**src/rtl/bram_sd_seq.sv**
```systemverilog
// bram_sd_seq: sequences backup-RAM load/save between the core and the SD image, plus format writes.
// Optional autosave after AUTOSAVE_CYC idle cycles following a core write: define BRAM_AUTOSAVE_EN.
module bram_sd_seq #(
    parameter int          SEC_BITS     = 4,
    parameter int          SLOT_BITS    = 2,
    parameter int          FMT_WORDS    = 4,
    parameter logic [23:0] AUTOSAVE_CYC = 24'd10_000_000,
    localparam int         FMT_IDX_W    = (FMT_WORDS > 1) ? $clog2(FMT_WORDS) : 1
) (
    input  logic                 clk_sys,
    input  logic                 reset_n,
    input  logic                 bk_ena,
    input  logic                 load_req,
    input  logic                 save_req,
    input  logic                 format_req,
    input  logic [SLOT_BITS-1:0] slot,
    input  logic                 core_wr,
    output logic [31:0]          sd_lba,
    output logic                 sd_rd,
    output logic                 sd_wr,
    input  logic                 sd_ack,
    output logic                 bram_b_sd,
    output logic [FMT_IDX_W-1:0] fmt_idx,
    output logic                 fmt_we,
    output logic                 busy,
    output logic                 loading,
    output logic                 err,
    output logic                 dirty,
    output logic [1:0]           fsm_state
);

    typedef enum logic [1:0] {
        S_IDLE = 2'd0,
        S_XFER = 2'd1,
        S_FMT  = 2'd2
    } state_t;

    state_t               state;
    logic                 load_q, load_qq;
    logic                 save_q, save_qq;
    logic                 fmt_q, fmt_qq;
    logic                 ack_q, ack_qq;
    logic [SLOT_BITS-1:0] slot_r;
    logic [SEC_BITS-1:0]  sec;

    // Edges come from the second register stage so a request takes two cycles to reach sd_rd/sd_wr.
    logic load_edge, save_edge, fmt_edge, ack_rise, ack_fall;
    assign load_edge = load_q & ~load_qq;
    assign save_edge = save_q & ~save_qq;
    assign fmt_edge  = fmt_q & ~fmt_qq;
    assign ack_rise  = ack_q & ~ack_qq;
    assign ack_fall  = ~ack_q & ack_qq;

    assign sd_lba    = 32'({slot_r, sec});
    assign fsm_state = state;

    logic auto_go;

`ifdef BRAM_AUTOSAVE_EN
    logic [23:0] idle_cnt;

    // The save fires on the cycle the counter steps from 1 to 0.
    assign auto_go = (state == S_IDLE) && dirty && bk_ena && (idle_cnt == 24'd1);

    always_ff @(posedge clk_sys or negedge reset_n) begin
        if (!reset_n) begin
            idle_cnt <= 24'd0;
        end else if (core_wr) begin
            idle_cnt <= AUTOSAVE_CYC;
        end else if ((state == S_IDLE) && dirty && (idle_cnt != 24'd0)) begin
            idle_cnt <= idle_cnt - 24'd1;
        end
    end
`else
    assign auto_go = 1'b0;
`endif

    always_ff @(posedge clk_sys or negedge reset_n) begin
        if (!reset_n) begin
            state     <= S_IDLE;
            load_q    <= 1'b0;
            load_qq   <= 1'b0;
            save_q    <= 1'b0;
            save_qq   <= 1'b0;
            fmt_q     <= 1'b0;
            fmt_qq    <= 1'b0;
            ack_q     <= 1'b0;
            ack_qq    <= 1'b0;
            slot_r    <= '0;
            sec       <= '0;
            sd_rd     <= 1'b0;
            sd_wr     <= 1'b0;
            bram_b_sd <= 1'b1;
            fmt_idx   <= '0;
            fmt_we    <= 1'b0;
            busy      <= 1'b0;
            loading   <= 1'b0;
            err       <= 1'b0;
            dirty     <= 1'b0;
        end else begin
            load_q  <= load_req;
            load_qq <= load_q;
            save_q  <= save_req;
            save_qq <= save_q;
            fmt_q   <= format_req;
            fmt_qq  <= fmt_q;
            ack_q   <= sd_ack;
            ack_qq  <= ack_q;
            err     <= 1'b0;

            case (state)
                S_IDLE: begin
                    if ((load_edge || save_edge) && bk_ena) begin
                        slot_r  <= slot;
                        sec     <= '0;
                        sd_rd   <= load_edge;
                        sd_wr   <= ~load_edge;
                        busy    <= 1'b1;
                        loading <= load_edge;
                        if (!load_edge) dirty <= 1'b0;
                        state   <= S_XFER;
                    end else if (fmt_edge) begin
                        bram_b_sd <= 1'b0;
                        fmt_we    <= 1'b1;
                        fmt_idx   <= '0;
                        busy      <= 1'b1;
                        state     <= S_FMT;
                    end else if (auto_go) begin
                        sec     <= '0;
                        sd_wr   <= 1'b1;
                        busy    <= 1'b1;
                        loading <= 1'b0;
                        dirty   <= 1'b0;
                        state   <= S_XFER;
                    end
                end

                S_XFER: begin
                    if (ack_rise) begin
                        sd_rd <= 1'b0;
                        sd_wr <= 1'b0;
                    end
                    if (ack_fall) begin
                        if (&sec) begin
                            busy    <= 1'b0;
                            loading <= 1'b0;
                            state   <= S_IDLE;
                        end else if (!bk_ena) begin
                            // Image unmounted mid-run: stop rather than address a missing file.
                            err     <= 1'b1;
                            busy    <= 1'b0;
                            loading <= 1'b0;
                            state   <= S_IDLE;
                        end else begin
                            sec   <= sec + 1'b1;
                            sd_rd <= loading;
                            sd_wr <= ~loading;
                        end
                    end
                end

                S_FMT: begin
                    if (fmt_idx == FMT_IDX_W'(FMT_WORDS - 1)) begin
                        fmt_we    <= 1'b0;
                        fmt_idx   <= '0;
                        bram_b_sd <= 1'b1;
                        busy      <= 1'b0;
                        dirty     <= 1'b0;
                        state     <= S_IDLE;
                    end else begin
                        fmt_idx <= fmt_idx + 1'b1;
                    end
                end

                default: state <= S_IDLE;
            endcase

            // A core write always wins over a clear in the same cycle.
            if (core_wr) dirty <= 1'b1;
        end
    end

endmodule
```
**config.mk**
```make
export PLATFORM = sky130hd
export DESIGN_NAME = bram_sd_seq
export DESIGN_NICKNAME = d
export VERILOG_FILES = /design/src/rtl/bram_sd_seq.sv
export SDC_FILE = /design/constraint.sdc
export NUM_CORES = 1
export LEC_CHECK = 0
export BUFFER_PORTS_ARGS = -buffer_cell sky130_fd_sc_hd__buf_2
export CAP_MARGIN = 20
export CORE_UTILIZATION = 50
export CTS_BUF_LIST = sky130_fd_sc_hd__clkbuf_16
export CTS_CLUSTER_SIZE = 16
export DETAILED_ROUTE_END_ITERATION = 6
export HOLD_SLACK_MARGIN = 0.12
export PLACE_DENSITY = 0.77
export SYNTH_ARGS = -nofsm -noshare
export SYNTH_HDL_FRONTEND = slang
export SYNTH_SLANG_ARGS = --single-unit
```
**constraint.sdc**
```tcl
create_clock -name clk_sys -period 2 [get_ports clk_sys]
set_input_delay 0.4 -clock clk_sys [delete_from_list [all_inputs] [get_ports clk_sys]]
set_output_delay 0.4 -clock clk_sys [all_outputs]
set_load 0.005 [all_outputs]
```
# After elaboration in Yosys (flattened, before gate mapping)
# Index checks and enable logic that the tools add are counted.
[op_classes]
n_addsub = 2
n_eq_ne = 15
mux = 50
n_bitwise = 12
n_reduce_logical = 17
[ops]
columns = ["cell", "n"]
rows = [
  ["$mux W1", 27],
  ["$reduce_and A4 Y1", 5],
  ["$mux W2", 9],
  ["$mux W4", 4],
  ["$ne A3 B3 Y1 const B", 5],
  ["$ne A2 B2 Y1 const B", 7],
  ["$pmux W1 S2", 6],
  ["$reduce_and A5 Y1", 2],
  ["$pmux W4 S2", 1],
  ["$not A1 Y1", 7],
  ["$pmux W2 S3", 1],
  ["$reduce_bool A3 Y1", 2],
  ["$and A1 B1 Y1", 5],
  ["$add A4 B1 Y4 const B", 1],
  ["$eq A2 B2 Y1 const B", 2],
  ["$pmux W2 S2", 1],
  ["$reduce_and A2 Y1", 2],
  ["$reduce_bool A2 Y1", 2],
  ["$pmux W1 S3", 1],
  ["$reduce_and A3 Y1", 1],
  ["$add A2 B1 Y2 const B", 1],
  ["$eq A2 B1 Y1 const B", 1],
  ["$logic_not A2 Y1", 1],
  ["$logic_and A1 B1 Y1", 1],
  ["$logic_or A1 B1 Y1", 1],
]
[word_totals]
regBits = 26
inputBits = 10
out_inout_bits = 44

# Depth between registers and ports, before layout
# Gate-level depths: netlist (run 1).
[logic_depth]
depth_word = 7
ltp_mapped = 7

# Worst setup path before layout (run 1)
# OpenSTA, ideal clock, no wires.
[synth_path]
kind = "reg-to-reg"
start = "reg sec[0]"
end = "reg sec[2]"
setup_time_ns = 0.120
arrival_time_ns = 1.387
slack_ns = 0.492
stages_incl_launch_ff = 6
path_buffers = 0
period_less_slack_ns = 1.508
path_cell_list = "dfrtp_1 > ha_1 > and3_2 > nor3b_2 > o221ai_1 > a41o_1"
[synth_between]
elab_chain_cells = 5
word_cells_on_any_way = 8
[synth_rtl]
columns = ["element", "line", "rtl"]
rows = [
  ["start: declaration", "44", "logic [SEC_BITS-1:0] sec;"],
  ["start signal: assignment", "155", "sec <= sec + 1'b1;"],
  ["$add A4 B1 Y4", "155", ""],
  ["$mux W4", "148", "end else if (!bk_ena) begin"],
  ["$mux W4", "144", "if (&sec) begin"],
  ["$mux W4", "143", "if (ack_fall) begin"],
  ["$pmux W4 S2", "111", "case (state)"],
]
# Parallel ways exist; a longest one is shown, timed or not. The select of a mux whose other input is x is not followed.
# A chain may end at the register's enable or synchronous reset.

# Worst setup path after layout (run 1)
[layout_path]
start = "reg state[1], in the netlist fsm_state[1]"
end = "reg busy"
[layout_between]
elab_chain_cells = 3
word_cells_on_any_way = 10
[layout_rtl]
columns = ["element", "line", "rtl"]
rows = [
  ["start: declaration", "38", "state_t state;"],
  ["start signal: assignment", "80", "state <= S_IDLE;"],
  ["start signal: assignment", "121", "state <= S_XFER;"],
  ["start signal: assignment", "127", "state <= S_FMT;"],
  ["$eq A2 B1 Y1 (tied with other cells)", "111", ""],
  ["$ne A3 B3 Y1 (no source line) (tied with other cells)", "n/a", ""],
  ["$reduce_and A5 Y1 (no source line)", "n/a", ""],
  ["end signal: assignment", "118", "busy <= 1'b1;"],
  ["end signal: assignment", "126", "busy <= 1'b1;"],
  ["end signal: assignment", "131", "busy <= 1'b1;"],
  ["end: declaration", "25", "output logic busy,"],
]
# Parallel ways exist; a longest one is shown, timed or not.

==> results of run 1 <==
logic make-up (layout without fill, tap and decap cells):
group | count (synthesis) | in the layout | synth area share
muxes | 3 | 3 | 0.0204
AOI/OAI and AO/OA | 37 | 37 | 0.185
and+or+nand+nor | 47 | 47 | 0.178
other | 1 | 26 | 0.00235
DFF | 26 | 26 | 0.408
adders and majority gates | 6 | 6 | 0.0470
buffers and inverters | 40 | 43 | 0.160
per-stage QoR:
step	hold WS (ns)	total power, mW	util
finish	0.132	2.12	0.576
global route	0.180	2.27	0.576
CTS	0.152	2.12	0.576
detailed placement	0.392	1.68	0.550
global placement	0.378	1.64	0.550
floorplan	0.104	1.43	-
metal layers:
layer	part of all wire	GRT usage	vias to the layer above	wire (um)
met4	0.030	0.0850	0	89
met1	0.44	0.253	582	1320
met3	0.044	0.0264	10	133
met2	0.49	0.337	58	1460
met5	0	0	-	0
li1	-	-	574	-
critical path: stages, from the launching register on:
cell,delay [ns]
dfrtp_1,0.43
inv_1,0.09
ha_1,0.34
inv_2,0.11
o221a_4,0.32
o211ai_2,0.08
mux2i_1,0.19
worst paths after layout:
path / from / endpoint / slack (ns)
min: reset_n / sec[3]$_DFFE_PN0P_ / 0.13
min in group clk_sys: sd_ack / ack_q$_DFF_PN0_ / 0.24
max reg2reg: fsm_state[1]$_DFFE_PN0P_ / busy$_DFFE_PN0P_ / 0.36
max: fsm_state[1]$_DFFE_PN0P_ / busy$_DFFE_PN0P_ / 0.36
min reg2reg: fmt_q$_DFF_PN0_ / fmt_qq$_DFF_PN0_ / 0.40
max in group asynchronous: reset_n / bram_b_sd$_DFFE_PN1P_ / 1.49
where the power goes:
group / leakage [nW] / switching (mW) / internal (mW)
combinational: 0.513 / 0.494 / 0.416
sequential: 0.315 / 0.122 / 0.654
clock: 0.0423 / 0.170 / 0.267
layout make-up:
type / count / area share
clock inverters: 1 / 0.00214
repair buffers: 29 / 0.0854
clock buffers: 3 / 0.0427
well taps: 44 / 0.0313
multi-input cells: 119 / 0.446
inverters: 10 / 0.0214
flip-flops and latches: 26 / 0.371
flip-flops by register name, summed over array words and instances, names as in the netlist, 2 cells and up:
| name | cells |
|---|---|
| fmt_idx | 2 |
| fsm_state | 2 |
| sec | 4 |
| slot_r | 2 |
placed cells by master, fill, tap and decap left out, types with 3 or more instances in the layout:
cell       Yosys  layout
clkbuf_16      0       3
nand3_1        7       7
nand2b_1      10      10
buf_2          3      27
a21oi_1        7       7
inv_1          9      10
ha_1           6       6
nor2_1         4       4
a31oi_1        4       4
conb_1         1      26
nand2_1        9       9
dfrtp_1       25      25
==> flow_summary.toml, run 1 <==
[run]
cap_violations = 0

[worst_setup_path]
path_max_fanout = 9
crit_type = "reg -> reg"
timing.critical_path.to_type = "flop"
crit_required_ns = 2.19
setup.worst_path.start_class = "flop"
rr_worst_depth = 6
critPathArrivalTime_ns = 1.82

[timing]
final_hold_viol_count = 0
max_clock_freq_ghz = 0.611
final.setup.tns_ns = 0
clock-skew-final_ns = 0.00328
number_of_setup_violations_in_the_final_report = 0
final-max-slew-violation-count = 0
worst_pin_slew_ns = 0.567
post-route-period-util = 0.818
final_critical_path_setup_slack_ns = 0.363
grt_setup_unrepaired = "false"
headroom_to_the_max_slew_limit = 0.622
finalWorstPathRequiredPeriod_ns = 1.64

[detailed_routing]
wirelength_mm = 3.00
route.antenna.remaining_nets = 0
detail_route.wl_per_cell_um = 12.9
vias = 1224
detail_route.vias_per_cell = 5.28
drc = 0
initialDrtViolationCount = 35
detail_route.first_pass.iterations = 4

[layout]
fillCellCount = 281
area_growth_pct = 10.0
seqCellArea_um2 = 652
fin_nets = 205
finish.cell_count_without_fillers = 232
diodes = 0
multi_input_area_um2 = 785
non_filler_cell_area_final_mm2 = 0.00176
drive_above_1_share = 0.255

[yosys]
synth_top_flop_cell = "dfrtp_1"
ys_async_sr_fraction = 1.00
yosysSeqAreaShare = 0.408
synth_top_area_cell = "dfrtp_1"
synth_cells = 160
synth.top_cells.by_area = "dfrtp_1 (39%), buf_4 (13%), ha_1 (4.7%), nand2b_1 (3.9%), a21oi_1 (2.2%)"
synth_enable_flop_cells = 0
post_synth.cell_area_avg_um2 = 9.99
synth_largest_type_area_fraction = 0.392
synth.cell_area_mm2 = 0.00160
synth.cells.most_frequent = "buf_4 (27), dfrtp_1 (25), nand2b_1 (10), inv_1 (9), nand2_1 (9)"
ys_types = 51
synth.most_common_cell = "buf_4"
ys.warnings.count = 0
synth.ff_latch_count = 26

[floorplanning]
floorplan.initialDensity = 0.523
fp.dieArea_mm2 = 0.00343
floorplan.die.width_um = 58.5
fp.coreArea_mm2 = 0.00305
dieHeight_um = 58.5
num_rows = 20
io_pins = 54

[clock_tree]
clock_path_buffers = 2
cts_hold_buffers = 0
post_cts_resize_count = 0
worst_setup_hold_path_clk_slew_ns = 0.06
ctsRootBufferMaster = "clkbuf_16"
numCtsBuffers = 3
htree_levels = 1
tritoncts = "yes"
cts_num_sinks = 26
postCtsSetupRepairBufs = 0
worstSkewPairLatency_ns = 0.26

[place]
place_area_mm2 = 0.00168
cell_count_after_placement = 228
detailedPlace.worstSlack_ns = 0.379
io_buffer_count = 27
sum_of_net_half_perimeters_after_detailed_placement_mm = 2.27
globalplace.congestion = 0.918

[power_and_ir_drop]
pwr_density_cell_mw_per_mm2 = 1210
p_leak_nw = 0.870
max-vdd-ir-drop_v = 0.000535

[grt]
grt_antenna_before_repair = 0
globalRouteOverflowTotal = 0
first_global_vias = 1102
global_route_wire_length_before_repair_mm = 5.06
grtUsageTotal = 0.198
largest_net_degree_at_the_start_of_global_routing = 27

[hold_path]
hold_path.class = "in -> async"

[run_status]
outcome = "complete, no violations"
No activity file was read; power rests on OpenSTA's default activity.
==> inputs of run 2 (changes only) <==
ABC_AREA = 1   (was not set)
CORE_UTILIZATION = 49   (was 50)
clock period = 1.6 ns   (was 2 ns; I/O delays follow)
==> flow_summary.toml, run 2 <==
[run_status]
outcome = "complete, no violations"

[place]
io_buffer_count = 27
sum_of_net_half_perimeters_after_detailed_placement_mm = 1.87
cell_count_after_placement = 239
globalplace.congestion = 0.840
detailedPlace.worstSlack_ns = 0.0316

[worst_setup_path]
rr_endpoint = "fsm_state[1]$_DFFE_PN0P_"
rr_worst_depth = 8
ordered_cell_list_for_the_critical_path = "ha_2, nand3_2, nand3_1, nand2_1, nor2_2, nand2_2, nand2_1, o21ai_1"
rr_startpoint = "sec[0]$_DFFE_PN0P_"
crit_required_ns = 1.74
crit_family = "simple AND/OR/NAND/NOR gates"
timing.critical_path.to_type = "flop"
worst-path-buf-inv = 0
max_stage_delay_ns = 0.40
path_max_fanout = 5
timing.critical_path.mode_cell = "nand2_1"
critPathArrivalTime_ns = 1.66
crit_type = "reg -> reg"
cpMaxStageDelayCell = "dfrtp_2"
setup.worst_path.start_class = "flop"
ff2ff_setup_slack_ns = 0.08

[hold_path]
min-delay-start = "format_req"
hold_path.class = "in -> reg"
worstHoldPathCells = 1
worstHoldEndpoint = "fmt_q$_DFF_PN0_"

[layout]
diodes = 0
multi_input_area_um2 = 657
area_growth_pct = 17.0
drive_above_1_share = 0.258
finish.cell_count_without_fillers = 248
flip_flop_count_of_the_largest_register_all_copies_and_words_added = 4
seqCellArea_um2 = 656
final_common_cell = "nand2_1"
registers.top_by_ff_count = "sec"
layout.cells.most_common_list = "nand2_1 (55), buf_2 (27), conb_1 (26)"
fillCellCount = 274
fin_nets = 234

[timing]
finalWorstPathRequiredPeriod_ns = 1.52
headroom_to_the_max_slew_limit = 0.616
post-route-period-util = 0.949
final_hold_viol_count = 0
worst_pin_slew_ns = 0.576
max_clock_freq_ghz = 0.659
number_of_setup_violations_in_the_final_report = 0
final-max-slew-violation-count = 0
final_critical_path_setup_slack_ns = 0.0818
clock-skew-final_ns = 0.00205

[grt]
first_global_vias = 990
grtUsageTotal = 0.166
global_route_wire_length_before_repair_mm = 4.12
globalRouteOverflowTotal = 0
largest_net_degree_at_the_start_of_global_routing = 27
grt_util_met2 = 0.282
grt_antenna_before_repair = 0
groute.layer.met3.usage = 0.0346
most_heavily_used_metal_layer_in_global_routing = "met2"
met1_usage = 0.207

[yosys]
ys_async_sr_fraction = 1.00
synth_top_flop_cell = "dfrtp_1"
synth.cells.most_frequent = "nand2_1 (56), buf_4 (26), dfrtp_1 (25), inv_1 (17), nor2_1 (13)"
synth_largest_type_area_fraction = 0.430
synth_top_area_cell = "dfrtp_1"
yosysSeqAreaShare = 0.448
synth_cells = 179
ys.warnings.count = 0
synth.top_cells.by_area = "dfrtp_1 (43%), nand2_1 (14%), buf_4 (13%), ha_1 (5.2%), inv_1 (4.4%)"
synth_enable_flop_cells = 0
synth.ff_latch_count = 26
synth.cell_area_mm2 = 0.00146
ys_types = 22
post_synth.cell_area_avg_um2 = 8.13
synth.most_common_cell = "nand2_1"

[detailed_routing]
detail_route.first_pass.iterations = 4
initialDrtViolationCount = 24
drc = 0
wirelength_mm = 2.54
vias = 1132
detail_route.vias_per_cell = 4.56
detail_route.wl_per_cell_um = 10.3
route.antenna.remaining_nets = 0

[clock_tree]
worstSkewPairLatency_ns = 0.26
ctsRootBufferMaster = "clkbuf_16"
tritoncts = "yes"
htree_levels = 1
numCtsBuffers = 3
worst_setup_hold_path_clk_slew_ns = 0.06
cts_num_sinks = 26
clock_path_buffers = 2

[power_and_ir_drop]
p_leak_nw = 0.969
pwr_density_cell_mw_per_mm2 = 1530
post-layout-total-power_mw = 2.61
max-vdd-ir-drop_v = 0.00105

[floorplanning]
fp.dieArea_mm2 = 0.00319
num_rows = 19
floorplan.initialDensity = 0.523
floorplan.die.width_um = 56.5
dieHeight_um = 56.5
io_pins = 54
fp.coreArea_mm2 = 0.00278

[run]
cap_violations = 0
==> run 2: cell count changes after synthesis, sizes merged, moves of 3 or more <==
cell | before | now
a21oi | 7 | 0
a31oi | 4 | 0
buf | 30 | 27
inv | 10 | 18
nand2 | 9 | 57
nand2b | 10 | 0
nand3 | 8 | 12
nor2 | 4 | 15
nor2b | 4 | 0
o211ai | 4 | 0
o21ai | 4 | 10
==> run 2: worst register-to-register path: cells and delay by family, from the launching register on <==
kind | cells | cell delay, ns
AO/OA/AOI/OAI | 1 | 0.07
adder cells (fa/ha/maj) | 1 | 0.21
flip-flops | 1 | 0.40
AND/OR/NAND/NOR | 6 | 0.74
==> run 2: final cells by class <==
class                           instances  area share
Inverter                               18      0.0397
Sequential cell                        26       0.385
Clock inverter                          1     0.00220
Tap cell                               31      0.0228
Timing Repair Buffer                   36       0.120
Clock buffer                            3      0.0441
Multi-Input combinational cell        133       0.386
==> run 2: what timing repair did <==
action | 4_1_cts | 5_1_grt
gates resized for setup | 1 | 11
pin swaps | 0 | 1
cloned | 0 | 0
setup endpoints to repair | 2 | 14
setup buffers | 0 | 4
endpoints found under the hold margin | 25 | 0
hold buffers | 1 | 0
==> run 2: power breakdown <==
group,switching (mW),leakage (nW),internal [mW]
registers,0.116,0.318,0.834
logic,0.652,0.609,0.462
clock network,0.213,0.0423,0.334
==> run 2: worst max-delay path by stage <==
stage                             start                  endpoint  slack [ns]  cells after the start
4_1_cts        fsm_state[1]$_DFFE_PN0P_        sec[0]$_DFFE_PN0P_       0.001                      9
5_1_grt              sec[1]$_DFFE_PN0P_  fsm_state[1]$_DFFE_PN0P_      -0.005                      8
3_3_place_gp   fsm_state[0]$_DFFE_PN0P_         sd_wr$_DFFE_PN0P_        0.12                      7
6_report             sec[0]$_DFFE_PN0P_  fsm_state[1]$_DFFE_PN0P_        0.08                      8
2_1_floorplan  fsm_state[1]$_DFFE_PN0P_        sec[2]$_DFFE_PN0P_        0.13                      9
3_5_place_dp         sec[0]$_DFFE_PN0P_  fsm_state[1]$_DFFE_PN0P_        0.03                      7
==> run 2: cells by family (layout without fill, tap and decap cells) <==
kind of cell | Yosys count | after routing | share of synthesized area
AND/OR/NAND/NOR | 88 | 88 | 0.257
buffers and inverters | 45 | 58 | 0.184
flip-flops | 26 | 26 | 0.448
AO/OA/AOI/OAI | 11 | 11 | 0.0447
adder cells (fa/ha/maj) | 6 | 6 | 0.0516
XOR/XNOR | 2 | 2 | 0.0120
other | 1 | 26 | 0.00258
==> run 2: stage by stage <==
stage                     utilization  hold WS, ns   TNS, ns  cell area [um^2]
final                           0.612        0.162         0              1700
after global routing            0.612        0.157  -0.00461              1700
after CTS                       0.592        0.161         0              1650
after detailed placement        0.558        0.349         0              1550
after global placement          0.558        0.341         0              1550
after floorplan                     -       0.0244         0              1550
==> run 2: metal layers <==
metal,vias to the layer above,part of all wire
li1,578,-
met4,0,0.014
met1,512,0.46
met5,-,0
met3,5,0.044
met2,37,0.48
==> inputs of run 3 (changes only) <==
CORE_UTILIZATION = 25   (was 49)
PLACE_DENSITY = 0.44   (was 0.77)
==> flow_summary.toml, run 3 (synthesized netlist as in run 2, its figures left out) <==
[detailed_routing]
initialDrtViolationCount = 52
vias = 1147
detail_route.first_pass.iterations = 4
detail_route.vias_per_cell = 3.96
detail_route.wl_per_cell_um = 9.79
route.antenna.remaining_nets = 0
wirelength_mm = 2.84
drc = 0

[timing]
final.setup.tns_ns = 0
final-max-slew-violation-count = 0
finalHoldWorstSlack_ns = 0.158
max_clock_freq_ghz = 0.689
final_hold_viol_count = 0
worst_pin_slew_ns = 0.594
clock-skew-final_ns = 0.00522
final_critical_path_setup_slack_ns = 0.149
number_of_setup_violations_in_the_final_report = 0
finalWorstPathRequiredPeriod_ns = 1.45
post-route-period-util = 0.907
headroom_to_the_max_slew_limit = 0.604

[floorplanning]
io_pins = 54
floorplan.initialDensity = 0.261
fp.dieArea_mm2 = 0.00613
dieHeight_um = 78.3
fp.coreArea_mm2 = 0.00557
num_rows = 27
floorplan.die.width_um = 78.3

[power_and_ir_drop]
pwr-share-comb = 0.407
sequentialPowerShare = 0.333
post-layout-total-power_mw = 2.79
power_switching_share = 0.355
pwr_density_cell_mw_per_mm2 = 1560
max-vdd-ir-drop_v = 0.000985
p_leak_nw = 0.990
power.net_switching_uw = 993
cell_internal_pwr_mw = 1.80
pwr-share-clk = 0.260

[layout]
diodes = 0
registers.top_by_ff_count = "sec"
area_growth_pct = 22.9
non_filler_cell_area_final_mm2 = 0.00179
final_common_cell = "nand2_1"
flip_flop_count_of_the_largest_register_all_copies_and_words_added = 4
fillCellCount = 619
drive_above_1_share = 0.252
layout.cells.most_common_list = "nand2_1 (56), buf_2 (27), conb_1 (26)"
fin_nets = 235

[run_status]
outcome = "complete, no violations"

[grt]
globalRouteOverflowTotal = 0
largest_net_degree_at_the_start_of_global_routing = 27
global_route_wire_length_before_repair_mm = 4.93
first_global_vias = 1082
grt_antenna_before_repair = 0
grtUsageTotal = 0.101

[place]
sum_of_net_half_perimeters_after_detailed_placement_mm = 2.09
io_buffer_count = 27
globalplace.congestion = 0.781
detailedPlace.worstSlack_ns = 0.0117
place_area_mm2 = 0.00162

[worst_setup_path]
crit_type = "reg -> reg"
worst_setup_path_startpoint = "fsm_state[1]$_DFFE_PN0P_"
rr_worst_depth = 9
rr_endpoint = "sec[2]$_DFFE_PN0P_"
endpoint = "sec[2]$_DFFE_PN0P_"
setup.worst_path.start_class = "flop"
crit_required_ns = 1.75
path_max_fanout = 6
critPathArrivalTime_ns = 1.60
rr_startpoint = "fsm_state[1]$_DFFE_PN0P_"
timing.critical_path.to_type = "flop"
ff2ff_setup_slack_ns = 0.15

[clock_tree]
worstSkewPairLatency_ns = 0.26
htree_levels = 1
cts_num_sinks = 26
clock_path_buffers = 2
numCtsBuffers = 3
tritoncts = "yes"
ctsRootBufferMaster = "clkbuf_16"
worst_setup_hold_path_clk_slew_ns = 0.07

[hold_path]
hold_path.class = "in -> reg"

[run]
cap_violations = 0
==> run 3: power groups by stage <==
| stage | clock network, mW | registers [mW] | logic, mW |
|---|---|---|---|
| global placement | 0 | 0.941 | 1.06 |
| CTS | 0.764 | 0.928 | 1.08 |
| finish | 0.727 | 0.931 | 1.14 |
| detailed placement | 0 | 0.936 | 1.07 |
| global route | 0.789 | 0.954 | 1.32 |
| floorplan | 0 | 0.956 | 0.678 |
==> run 3: how the worst min path moves through the flow <==
stage                from                    end  slack [ns]  depth (start not counted)
2_1_floorplan     reset_n        ack_q$_DFF_PN0_        0.02                          0
3_3_place_gp      reset_n  slot_r[1]$_DFFE_PN0P_        0.36                          1
3_5_place_dp      reset_n  slot_r[1]$_DFFE_PN0P_        0.37                          1
4_1_cts        format_req        fmt_q$_DFF_PN0_        0.15                          1
5_1_grt        format_req        fmt_q$_DFF_PN0_        0.15                          1
6_report       format_req        fmt_q$_DFF_PN0_        0.16                          1
==> run 3: final cells by class <==
type	count	area [um^2]	share of cell area
sequential	26	653	0.365
inverter	18	67.6	0.0378
tap	72	90.1	0.0504
multi-input combinational	133	659	0.369
clock inverter	1	30.0	0.0168
timing repair buffer	37	213	0.119
clock buffer	3	75.1	0.0420
==> run 3: repair_timing <==
item | 4_1_cts | 5_1_grt
setup endpoints to repair | 4 | 14
endpoints found under the hold margin | 25 | 0
gates cloned | 0 | 0
hold buffers | 1 | 0
setup buffers | 0 | 3
resized for setup | 1 | 8
==> run 3: through the flow <==
stage          std cells   util
2_1_floorplan        204      -
3_3_place_gp         282  0.290
3_5_place_dp         282  0.290
4_1_cts              287  0.312
5_1_grt              290  0.321
6_report             290  0.321
==> run 3: per-layer routing <==
metal | track usage | wire (um) | vias to the layer above
met1 | 0.131 | 1380 | 511
met5 | 0 | 0 | -
li1 | - | - | 585
met4 | 0.0167 | 8 | 0
met3 | 0.0291 | 149 | 2
met2 | 0.169 | 1310 | 49
==> run 3: worst max-delay path: stages, from the launching register on <==
cell     delay (ns)
dfrtp_1        0.41
inv_2          0.09
ha_4           0.17
inv_2          0.08
nor2_2         0.16
nand3_2        0.12
o21ai_4        0.12
nand2_4        0.08
nand2_1        0.06
nand2_1        0.05
